<file path="config.mk">
export PLATFORM = sky130hd
export DESIGN_NAME = mem_ctrl
export DESIGN_NICKNAME = d
export VERILOG_FILES = /design/src/rtl/mem_ctrl_pkg.sv /design/src/rtl/mem_lane_align.sv /design/src/rtl/mem_ctrl.sv
export SDC_FILE = /design/constraint.sdc
export NUM_CORES = 1
export LEC_CHECK = 0
export CORE_ASPECT_RATIO = 0.8
export CORE_UTILIZATION = 40
export CTS_BUF_LIST = sky130_fd_sc_hd__clkbuf_8 sky130_fd_sc_hd__clkbuf_16
export DETAILED_ROUTE_END_ITERATION = 6
export PLACE_DENSITY_LB_ADDON = 0.05
export SLEW_MARGIN = 5
export SYNTH_ARGS = -nofsm -noshare
export SYNTH_HDL_FRONTEND = slang
export SYNTH_SLANG_ARGS = --single-unit
</file>
<file path="constraint.sdc">
create_clock -name CLK -period 8.25 [get_ports CLK]
set_input_delay 1.65 -clock CLK [delete_from_list [all_inputs] [get_ports CLK]]
set_output_delay 1.65 -clock CLK [all_outputs]
set_load 0.02 [all_outputs]
</file>
<file path="src/rtl/mem_ctrl_pkg.sv">
// mem_ctrl_pkg: shared encodings for the RV32I memory controller.
// FSM state codes, store_size encodings, the NOP instruction word and the
// alignment rule used by both the lane aligner and the controller.
package mem_ctrl_pkg;

  // FSM state encoding (kept as plain constants for legacy tools)
  typedef logic [1:0] state_t;
  localparam state_t FETCH = 2'd0;
  localparam state_t EXEC  = 2'd1;
  localparam state_t DATA  = 2'd2;
  localparam state_t DONE  = 2'd3;

  // store_size encodings driven by the core
  localparam logic [1:0] SZ_B    = 2'b00;
  localparam logic [1:0] SZ_H    = 2'b01;
  localparam logic [1:0] SZ_W    = 2'b10;
  localparam logic [1:0] SZ_LOAD = 2'b11;

  // addi x0, x0, 0
  localparam logic [31:0] NOP_INSTR = 32'h0000_0013;

  // Loads carry no width, so only half/word stores can be misaligned.
  function automatic logic misaligned(input logic [1:0] size, input logic [1:0] off);
    return ((size == SZ_H) && off[0]) || ((size == SZ_W) && (off != 2'b00));
  endfunction

endpackage

</file>
<file path="src/rtl/mem_lane_align.sv">
// mem_lane_align: combinational byte-lane steering.
// Builds byte enables and lane-shifted write data for stores, right-justifies
// read data by the byte offset, and flags misaligned half/word stores.
module mem_lane_align
  import mem_ctrl_pkg::*;
(
  input  logic [1:0]  size,
  input  logic [1:0]  off,
  input  logic [31:0] wdata,
  input  logic [31:0] rdata,
  output logic [3:0]  be,
  output logic [31:0] wdata_shifted,
  output logic [31:0] rdata_aligned,
  output logic        misal
);

  // Lane selection from access size and byte offset
  always_comb begin
    be            = 4'b1111;
    wdata_shifted = 32'h0;
    case (size)
      SZ_B:    be = 4'b0001 << off;
      SZ_H:    be = 4'b0011 << off;
      default: be = 4'b1111;
    endcase
    if (size != SZ_LOAD) wdata_shifted = wdata << {off, 3'b000};
    rdata_aligned = rdata >> {off, 3'b000};
    misal         = misaligned(size, off);
  end

endmodule

</file>
<file path="src/rtl/mem_ctrl.sv">
// mem_ctrl: serialises instruction fetch and data load/store from a
// single-cycle RV32I core onto one single-port word-addressed bus.
// Optional feature: define MEM_CTRL_TIMEOUT_EN to abort bus waits after
// TIMEOUT_CYCLES request cycles and raise the sticky bus_err flag.
module mem_ctrl
  import mem_ctrl_pkg::*;
#(
  parameter logic [31:0] RESET_PC       = 32'h0000_0000,
  parameter int          TIMEOUT_CYCLES = 255
) (
  input  logic        CLK,
  input  logic        reset,
  input  logic [31:0] next_pc,
  input  logic        memory_en,
  input  logic [1:0]  store_size,
  input  logic [31:0] mem_addr,
  input  logic [31:0] mem_write_data,
  output logic [31:0] instr_fetch,
  output logic [31:0] mem_read_data,
  output logic        stall_mem,
  output logic        misalign,
  output logic        bus_req,
  output logic        bus_we,
  output logic [31:0] bus_addr,
  output logic [3:0]  bus_be,
  output logic [31:0] bus_wdata,
  input  logic        bus_ack,
  input  logic [31:0] bus_rdata,
  output logic        bus_err
);

  state_t      state;
  logic [31:2] fetch_pc;
  logic [31:0] instr_reg;
  logic [31:0] rdata_reg;
  logic        d_we;
  logic [31:2] d_addr;
  logic [3:0]  d_be;
  logic [31:0] d_wdata;

  logic [3:0]  al_be;
  logic [31:0] al_wdata;
  logic [31:0] al_rdata;
  logic        al_misal;
  logic        req_active;
  logic        tmo;
  logic        unused_bits;

  mem_lane_align u_align (
    .size          (store_size),
    .off           (mem_addr[1:0]),
    .wdata         (mem_write_data),
    .rdata         (bus_rdata),
    .be            (al_be),
    .wdata_shifted (al_wdata),
    .rdata_aligned (al_rdata),
    .misal         (al_misal)
  );

  assign req_active    = (state == FETCH) || (state == DATA);
  assign instr_fetch   = instr_reg;
  assign mem_read_data = rdata_reg;

`ifdef MEM_CTRL_TIMEOUT_EN
  localparam int CW = $clog2(TIMEOUT_CYCLES + 1);
  logic [CW-1:0] tmo_cnt;
  logic          err_q;

  assign tmo     = req_active && !bus_ack && (tmo_cnt == CW'(TIMEOUT_CYCLES - 1));
  assign bus_err = err_q;

  // Wait counter restarts with every request phase; error flag is sticky
  always_ff @(posedge CLK or negedge reset) begin
    if (!reset) begin
      tmo_cnt <= '0;
      err_q   <= 1'b0;
    end else begin
      if (!req_active || bus_ack || tmo) tmo_cnt <= '0;
      else                               tmo_cnt <= tmo_cnt + 1'b1;
      if (tmo) err_q <= 1'b1;
    end
  end

  assign unused_bits = ^next_pc[1:0];
`else
  assign tmo         = 1'b0;
  assign bus_err     = 1'b0;
  assign unused_bits = ^{next_pc[1:0], (TIMEOUT_CYCLES > 0)};
`endif

  // Control FSM plus the fetch PC and the instruction/load holding registers
  always_ff @(posedge CLK or negedge reset) begin
    if (!reset) begin
      state     <= FETCH;
      fetch_pc  <= RESET_PC[31:2];
      instr_reg <= NOP_INSTR;
      rdata_reg <= 32'h0;
    end else begin
      case (state)
        FETCH: begin
          if (bus_ack) begin
            instr_reg <= bus_rdata;
            state     <= EXEC;
          end else if (tmo) begin
            instr_reg <= NOP_INSTR;
            state     <= EXEC;
          end
        end
        EXEC: begin
          if (!memory_en) begin
            fetch_pc <= next_pc[31:2];
            state    <= FETCH;
          end else if (al_misal) begin
            rdata_reg <= 32'h0;
            state     <= DONE;
          end else begin
            state <= DATA;
          end
        end
        DATA: begin
          if (bus_ack) begin
            if (!d_we) rdata_reg <= al_rdata;
            state <= DONE;
          end else if (tmo) begin
            rdata_reg <= 32'h0;
            state     <= DONE;
          end
        end
        default: begin
          fetch_pc <= next_pc[31:2];
          state    <= FETCH;
        end
      endcase
    end
  end

  // Data-phase bus attributes, captured once in EXEC and held through DATA
  always_ff @(posedge CLK) begin
    if (state == EXEC) begin
      d_we    <= (store_size != SZ_LOAD);
      d_addr  <= mem_addr[31:2];
      d_be    <= al_be;
      d_wdata <= al_wdata;
    end
  end

  // Bus and core handshake outputs; forced idle while reset is asserted
  always_comb begin
    bus_req   = 1'b0;
    bus_we    = 1'b0;
    bus_addr  = 32'h0;
    bus_be    = 4'b0000;
    bus_wdata = 32'h0;
    stall_mem = 1'b1;
    misalign  = 1'b0;
    if (reset) begin
      case (state)
        FETCH: begin
          bus_req  = 1'b1;
          bus_be   = 4'b1111;
          bus_addr = {fetch_pc, 2'b00};
        end
        EXEC: begin
          stall_mem = memory_en;
          misalign  = memory_en && al_misal;
        end
        DATA: begin
          bus_req   = 1'b1;
          bus_we    = d_we;
          bus_addr  = {d_addr, 2'b00};
          bus_be    = d_be;
          bus_wdata = d_wdata;
        end
        default: stall_mem = 1'b0;
      endcase
    end
  end

endmodule
</file>
==> metrics.cfg <==
[outcome]
status=finished clean

[clocking]
clk_latency_ns=0.42
cts.sinks=163
cts_hold_buf=0
root_buffer=clkbuf_16
numCtsBuffers=17
cts_tree=built
htree_num_levels=4
post_cts_buffers=0
ctsResizeCount=0
cts.path.max_buffers=2
path_clk_slew_ns=0.06

[sta]
rsz0062_at_grt=no
tns_ns=0
maxSlewHeadroom_pct=14.5
clock.fmax_ghz=0.163
hold_ws_ns=0.497
setup_violations=0
finalMaxSlewViolations=0
hold_viol=0
post-route-period-util_pct=74.4
fin_crit_ns=6.14
timing_worst_slew_pin_value_ns=1.28
fin_skew_ns=0.00863

[setup_path]
crit_path_end_kind=primary output
r2r-end=mem_read_data[7]
rr_startpoint=state[1]
worstPathCellList=buf_4, nand2b_1, nor2_2, a22o_1, clkdlybuf4s50_1
r2r_cells=4
max_stage_delay_ns=0.98
cp.required_ns=6.60
worst-path-buf-inv=2
critPathLaunchType=input port
critical_path_class=in -> out
crit_family=simple AND/OR/NAND/NOR gates
worst-path-max-fanout=70
worst_ep_arrival_time_ns=4.49
rrSetupSlack_ns=4.62
cp_slowest_cell=nor2_2

[synth]
synth_area_um2=7360
synth_cell_types=39
synth_area_leader_cell=dfrtp_1
synthTopCellsByArea=dfrtp_1 32%, edfxtp_1 27%, mux2_2 10%, mux2i_1 5.6%, a22o_1 3.4%
yosysWarnings=0
syn_area_per_cell_um2=13.0
yosys.area.top_type_share_pct=31.6
ys_seq_area_share_pct=60.0
ys_seq_elements=163
synth_cells=566

[global_route]
top_usage_layer=met2
antenna_found_initial=0
grt_use_total_pct=21.5
grt_max_degree=71
first_global_vias=5583
grtUsageMet3_pct=7.01
grt_overflow=0
grt.met2_usage_pct=35.4
grt_pass1_wl_mm=31.0
grt_use_met1_pct=27.4

[routing]
drc=0
drt_pass1_iterations=4
finalWirelength_mm=20.1
ant_nets=0
drt-initial-drc-count=327
via_count=5456
vias_per_cell=5.23
wire_per_inst_um=19.2

[pwr]
vdd_drop_max_mv=0.163
leakage_nw=4.35
powerDensity_nw_per_um2=264

[hold_path]
whs_path_depth=2
min_path_type=reg -> reg
hp-start=mem_read_data[12]
hold_end=mem_read_data[12]

[layout]
fin_nets=940
n_antenna_cell=0
final_cell_mix=263 x clkdlybuf4s50_1, 93 x dfrtp_1, 67 x edfxtp_1, 66 x mux2_2, 41 x mux2i_1
syn_to_final_growth_pct=45.7
layout.cells.most_common=clkdlybuf4s50_1
drive_above_1_share_pct=15.1
finish.instance_area_um2=10700
nFillCells=1412
final_cells=1044

[die]
design.die.area_um2=19000
rows=43
start_util_pct=41.7
io_pins=271
die_w_um=154
die_height_um=123
coreArea_um2=17600

[placement]
placed_cell_area_um2=10100
place_inst=1012
gp_congestion=0.804
io_buffers=265
dp_hpwl_mm=13.8

[flow_run]
max-cap-violations=0

==> state kept, by name, indices dropped and copies added, names as in the netlist <==
signal and count:
d_addr 30, d_be 4, d_wdata 32, d_we 1, fetch_pc 30, instr_fetch 32, mem_read_data 32, state 2
==> layer usage <==
| metal | wire, µm | up-vias |
|---|---|---|
| li1 | - | 2568 |
| met4 | 206 | 0 |
| met5 | 0 | - |
| met2 | 9630 | 219 |
| met3 | 1610 | 14 |
| met1 | 8600 | 2655 |
==> final cells by class <==
class	count	area, µm²	area share, %
inverters	6	22.5	0.210
flip-flops and latches	163	4420	41.2
well taps	225	282	2.62
clock inverters	12	151	1.41
multi-input cells	348	2680	25.0
clock buffers	20	489	4.56
repair buffers	270	2690	25.0
==> worst max-delay path by stage <==
| stage | from | to | slack, ns | cells past startpoint |
|---|---|---|---|---|
| 2_1_floorplan | store_size[0] | misalign | 3.88 | 6 |
| 3_3_place_gp | reset | bus_addr[16] | 2.11 | 5 |
| 3_5_place_dp | reset | bus_addr[16] | 1.96 | 5 |
| 4_1_cts | reset | bus_addr[16] | 1.96 | 5 |
| 5_1_grt | reset | bus_addr[21] | 1.79 | 5 |
| 6_report | reset | bus_addr[14] | 2.11 | 5 |
==> worst min-delay path, stage by stage (launching register included) <==
cell     delay (ns)
dfrtp_1        0.34
nand3_1        0.06
o21ai_0        0.06
==> stage by stage <==
| step | total power (W) | setup WS, ns | util [%] |
|---|---|---|---|
| floorplan | 0.00159 | 3.88 | - |
| finish | 0.00283 | 2.11 | 60.8 |
| detailed placement | 0.00201 | 1.96 | 57.2 |
| CTS | 0.00286 | 1.96 | 60.8 |
| global route | 0.00296 | 1.79 | 60.8 |
| global placement | 0.00199 | 2.11 | 57.2 |
==> synth_stat cells, drive strengths merged <==
master / instances
dfrtp: 93
mux2: 70
edfxtp: 67
mux2i: 41
and3: 33
a22o: 29
buf: 29
nand3: 25
nand2: 23
nor2: 23
clkbuf: 22
a21oi: 21
o21ai: 18
o22ai: 16
and2: 10
a221oi: 8
o31ai: 8
nand2b: 7
inv: 6
dfstp: 3
nand3b: 3
nor2b: 3
o21bai: 2
a211oi: 1
conb: 1
nand4b: 1
nor3: 1
o22a: 1
xnor2: 1
==> cells by family (layout without fill, tap and decap cells) <==
kind of cell | after synthesis | count (layout) | share of synthesized area (%)
compound gates | 104 | 104 | 10.1
xor+xnor | 1 | 1 | 0.119
buf+inv | 57 | 308 | 4.01
flops | 163 | 163 | 60.0
mux | 111 | 111 | 16.5
other cells | 1 | 3 | 0.0509
simple gates | 129 | 129 | 9.29
==> report_power, final <==
| part | switching [W] | total [W] | leakage (nW) | internal [W] |
|---|---|---|---|---|
| clock network | 0.000323 | 0.000843 | 0.312 | 0.000520 |
| logic | 0.000422 | 0.000861 | 2.22 | 0.000439 |
| registers | 0.0000882 | 0.00113 | 1.82 | 0.00104 |
| total | 0.000833 | 0.00283 | 4.35 | 0.00200 |
No activity file was read; power rests on OpenSTA's default activity.
